### src/rtl/fifo_burst_ctrl.sv
// Fill/drain sequencer for a 16-bit-in / 8-bit-out FIFO feeding a paced
// byte transmitter over a valid/ready handshake.
module fifo_burst_ctrl #(
  parameter int unsigned DIN_W  = 16,
  parameter int unsigned DOUT_W = 8,
  parameter int unsigned PACE   = 190,
  parameter int unsigned CNT_W  = 21
) (
  input  logic              clk_out1,
  input  logic              rst,
  input  logic              sample_valid,
  input  logic [DIN_W-1:0]  sample_data,
  input  logic              drain_req,
  input  logic              fifo_full,
  input  logic              fifo_empty,
  input  logic              fifo_wr_rst_busy,
  input  logic              fifo_rd_rst_busy,
  input  logic [DOUT_W-1:0] fifo_dout,
  output logic [DIN_W-1:0]  fifo_din,
  output logic              fifo_wr_en,
  output logic              fifo_rd_en,
  input  logic              tx_ready,
  output logic [DOUT_W-1:0] tx_data,
  output logic              tx_valid,
  output logic              send1,
  output logic [7:0]        drop_cnt
);

  typedef enum logic [2:0] {
    IDLE,
    FILL,
    DRAIN_WAIT,
    DRAIN_READ,
    DRAIN_LATCH,
    DRAIN_SEND
  } state_t;

  localparam logic [CNT_W-1:0] PACE_LAST = CNT_W'(PACE - 1);

  state_t            state, state_nxt;
  logic [CNT_W-1:0]  pace_cnt, pace_nxt, pace_inc;
  logic              send1_nxt, tx_valid_nxt;
  logic [DOUT_W-1:0] tx_data_nxt;
  logic [7:0]        drop_nxt;
  logic              rst_busy, drop;

  assign rst_busy   = fifo_wr_rst_busy | fifo_rd_rst_busy;
  assign fifo_din   = sample_data;
  assign fifo_wr_en = (state == FILL) & sample_valid & ~fifo_full;
  assign fifo_rd_en = (state == DRAIN_READ) & ~rst_busy;
  assign drop       = sample_valid & ~fifo_wr_en & (state != IDLE);

  // Counter parks at PACE-1 so a long tx_ready stall cannot wrap it.
  assign pace_inc = (pace_cnt == PACE_LAST) ? pace_cnt : pace_cnt + CNT_W'(1);

  always_comb begin
    state_nxt    = state;
    pace_nxt     = pace_cnt;
    send1_nxt    = send1;
    tx_valid_nxt = tx_valid;
    tx_data_nxt  = tx_data;
    drop_nxt     = (drop && drop_cnt != 8'hFF) ? drop_cnt + 8'd1 : drop_cnt;

    if (state != IDLE && rst_busy) begin
      state_nxt    = IDLE;
      send1_nxt    = 1'b0;
      tx_valid_nxt = 1'b0;
    end else begin
      case (state)
        IDLE: begin
          if (!rst_busy) state_nxt = FILL;
        end
        FILL: begin
          if (fifo_full || (drain_req && !fifo_empty)) begin
            state_nxt = DRAIN_WAIT;
            send1_nxt = 1'b1;
            pace_nxt  = '0;
          end
        end
        DRAIN_WAIT: begin
          pace_nxt = pace_inc;
          if (fifo_empty) begin
            state_nxt = FILL;
            send1_nxt = 1'b0;
          end else if (pace_cnt == PACE_LAST) begin
            state_nxt = DRAIN_READ;
            pace_nxt  = '0;
          end
        end
        DRAIN_READ: begin
          pace_nxt  = pace_inc;
          state_nxt = DRAIN_LATCH;
        end
        DRAIN_LATCH: begin
          pace_nxt     = pace_inc;
          tx_data_nxt  = fifo_dout;
          tx_valid_nxt = 1'b1;
          state_nxt    = DRAIN_SEND;
        end
        DRAIN_SEND: begin
          pace_nxt = pace_inc;
          if (tx_ready) begin
            tx_valid_nxt = 1'b0;
            if (pace_cnt == PACE_LAST && !fifo_empty) begin
              state_nxt = DRAIN_READ;
              pace_nxt  = '0;
            end else begin
              state_nxt = DRAIN_WAIT;
            end
          end
        end
        default: state_nxt = IDLE;
      endcase
    end
  end

  always_ff @(posedge clk_out1 or negedge rst) begin
    if (!rst) begin
      state    <= IDLE;
      pace_cnt <= '0;
      send1    <= 1'b0;
      tx_valid <= 1'b0;
      tx_data  <= '0;
      drop_cnt <= '0;
    end else begin
      state    <= state_nxt;
      pace_cnt <= pace_nxt;
      send1    <= send1_nxt;
      tx_valid <= tx_valid_nxt;
      tx_data  <= tx_data_nxt;
      drop_cnt <= drop_nxt;
    end
  end

endmodule
### config.mk
export PLATFORM = sky130hd
export DESIGN_NAME = fifo_burst_ctrl
export DESIGN_NICKNAME = d
export VERILOG_FILES = /design/src/rtl/fifo_burst_ctrl.sv
export SDC_FILE = /design/constraint.sdc
export NUM_CORES = 1
export LEC_CHECK = 0
export BUFFER_PORTS_ARGS = -buffer_cell sky130_fd_sc_hd__buf_2
export CAP_MARGIN = 20
export CORE_UTILIZATION = 42
export CTS_BUF_LIST = sky130_fd_sc_hd__clkbuf_16
export DETAILED_ROUTE_END_ITERATION = 10
export GPL_TIMING_DRIVEN = 0
export PLACE_DENSITY = 0.66
export SLEW_MARGIN = 15
export SYNTH_ARGS = -nofsm -noshare
export SYNTH_HDL_FRONTEND = slang
export SYNTH_SLANG_ARGS = --single-unit
export TNS_END_PERCENT = 30
### constraint.sdc
create_clock -name clk_out1 -period 2.4 [get_ports clk_out1]
set_input_delay 0.36 -clock clk_out1 [delete_from_list [all_inputs] [get_ports clk_out1]]
set_output_delay 0.36 -clock clk_out1 [all_outputs]
set_load 0.005 [all_outputs]
==> metrics.txt <==
status=complete, no violations; Final Cycle Share=0.903; most numerous cell in the Yosys netlist=dfrtp_1; FF+latch count, synth=between 40 and 50; PortBufs=52; hold buffer count at CTS=0; CTS Sinks=42; final worst setup slack=between 200 and 250 ps; R2R depth=7; Slew @ Worst Pin=about 930 ps; CP bufs+invs=2; YS warnings=0; Nets=about 350; drc violations=0; CP endpoint kind=register; Top Usage Layer GRT=met2; root buf cell=clkbuf_16; Ports=approximately 70; initial antenna violation count=0; fraction of layout cells with a size suffix above 1=0.331; clock-pin slew on the worst setup and hold paths=~60 ps; initial drt markers=between 100 and 150; Max Clock Freq=462 MHz; CTS tree=done; Arr. time, crit path=between 2000 and 2500 ps; Setup WS pre-CTS=-59.4 ps; Simple-Gate Fraction of Synth Area=0.223; GRT met3 Usage=0.0407; Chip Width=between 70 and 80 µm; vias per cell=approximately 5.4; crit-path max cell delay=approximately 420 ps; Max-slew headroom=0.381; Avg Inst Size Synth=between 9 and 10 µm²; die extent in y=approximately 79 µm; Num CTS Buffers=5; Top FF cell, synth=dfrtp_1; Final GP Congestion=around 0.85; setup TNS=0 ps; peak supply drop=~0.38 mV; PwrDens=613 mW/mm²; row count=27; fraction of synthesized area in multiplexers=0.0452; critical path type=reg -> reg; Cell variety after synth=53; required time worst endpoint=2570 ps; max-slew violation count=0; H-tree depth=2; crit path cell chain=buf_2 -> a211o_1 -> o21bai_1 -> clkbuf_1 -> nor3_1 -> xnor2_1 -> nor2_1; Synth Area in XOR/XNOR=0.0604; first-pass GRT wire length=9.25 mm; leakage=1.42 nW; Worst Setup Start Kind=register; vias in the first global route=between 2,000 and 2,500; core area=~0.0056 mm²; number of cells on the critical path=7; Clk Latency, worst-skew pair=280 ps; Post-synth EDFFs=0; detailed placement HPWL=roughly 3.8 mm; synth cell count leaders=dfrtp_1, buf_4, nor2_1; max cap viols=0; endpoints failing hold=0; met1 Use GR=0.258; main combinational cell family by area after synthesis=simple AND/OR/NAND/NOR gates; Post-Synth Adder-Cell Area=0.0254; non-filler cells, final=approximately 390; via count=2,098; CP max FO=10; Layout Skew=4.57 ps; compound-gate portion of the synthesized area=0.141; cell count after placement=approximately 380; synth top area cells=dfrtp_1, buf_4, mux2_2, xnor2_1, xor2_1; WHS=224 ps; largest net degree at the start of global routing=43; final setup vio count=0; Initial Util=0.442; 1st-pass router iterations=4; area leader, netlist=dfrtp_1; Total GRT Usage=0.188; wire per inst=roughly 14 µm; Synth Net Count=slightly below 300; crit path time final=2170 ps; Hold WC Path Type=in -> async; Final Routed Wirelength=5.27 mm; global-route congestion overflow total=0; async set-reset flop share out of synthesis=1.00; slowest CP cell=o21bai_1; Yosys top cell area share=0.426; Die ar.=just over 0.006 mm²; ant diodes=0; Antenna Nets Post-Route=0; Longest Clk Path Bufs=2; Cells after Synth=between 200 and 300; RSZ-0062 raised after global routing=no; met2 GRT Util=0.302; register area share after synthesis=0.426; synth-to-layout area growth=21.7%; CP delay by family, top=compound AO/OA/AOI/OAI gates; Cell Area, Synth=about 0.0025 mm²
==> worst paths after layout <==
check	start	to	slack, ps
max	state[1]	pace_cnt[17]	230
min	rst	pace_cnt[13]	220
max reg2reg	state[1]	pace_cnt[17]	230
min reg2reg	drop_cnt[7]	drop_cnt[7]	500
max in group asynchronous	rst	pace_cnt[14]	1600
min in group clk_out1	fifo_dout[2]	tx_data[2]	310
==> cell type report <==
class	instances	area, µm²
plain buffers	25	176
clock buffers	5	125
repair buffers	54	275
inverters	5	18.8
multi-input cells	180	1240
flip-flops and latches	42	1050
clock inverters	3	21.3
fillers	539	2570
well taps	72	90.1
==> cell usage in the layout, fill, tap and decap left out, types with 5 or more instances in the layout <==
cell type  netlist  layout
dfrtp_1         42      42
nand3_1         11      11
nor2b_1          5       5
o21ai_0         10      10
xor2_1           8       8
a21oi_1         11      11
or3_1            6       6
buf_4           17      19
clkbuf_16        0       5
nand4_1          6       6
and3_1           7       7
ha_1             5       5
nand2_1         15      14
inv_1            5       5
o211ai_1         5       5
xnor2_1          9       9
mux2_2           9       9
buf_2            3      55
nor2_1          17      17
nor3_1           7       7
==> state kept, by name (all words and copies together), names as in the netlist <==
register / count
pace_cnt: 21
tx_valid: 1
drop_cnt: 8
tx_data: 8
send1: 1
state: 3
==> through the flow <==
stage	utilization	instance area [µm²]	total power [mW]
floorplan	-	2470	1.05
global placement	0.505	2820	1.18
detailed placement	0.505	2820	1.19
CTS	0.533	2970	1.86
global route	0.538	3000	1.95
finish	0.538	3000	1.84
==> per-layer routing <==
layer  routed length [µm]  up-vias
met4                   35        0
met5                    0        -
met3                  271        4
met2                 2470       68
li1                     -     1028
met1                 2490      998
==> kinds of logic after synthesis <==
family          Yosys count
buf+inv                  30
simple gates             98
flops                    42
mux                      10
compound gates           50
xor+xnor                 17
fa+ha+maj                 5
==> power breakdown <==
part | internal (mW) | leakage [nW] | total, mW | switching [mW]
Clock | 0.385 | 0.0698 | 0.662 | 0.277
Combinational | 0.164 | 0.783 | 0.310 | 0.146
Sequential | 0.782 | 0.570 | 0.866 | 0.0833
==> repair_timing <==
action                                  4_1_cts  5_1_grt
endpoints found under the setup margin        1       19
setup buffers                                 1        1
resized for setup                             0        4
pin swaps                                     1        0
(Power assumes the default switching activity.)
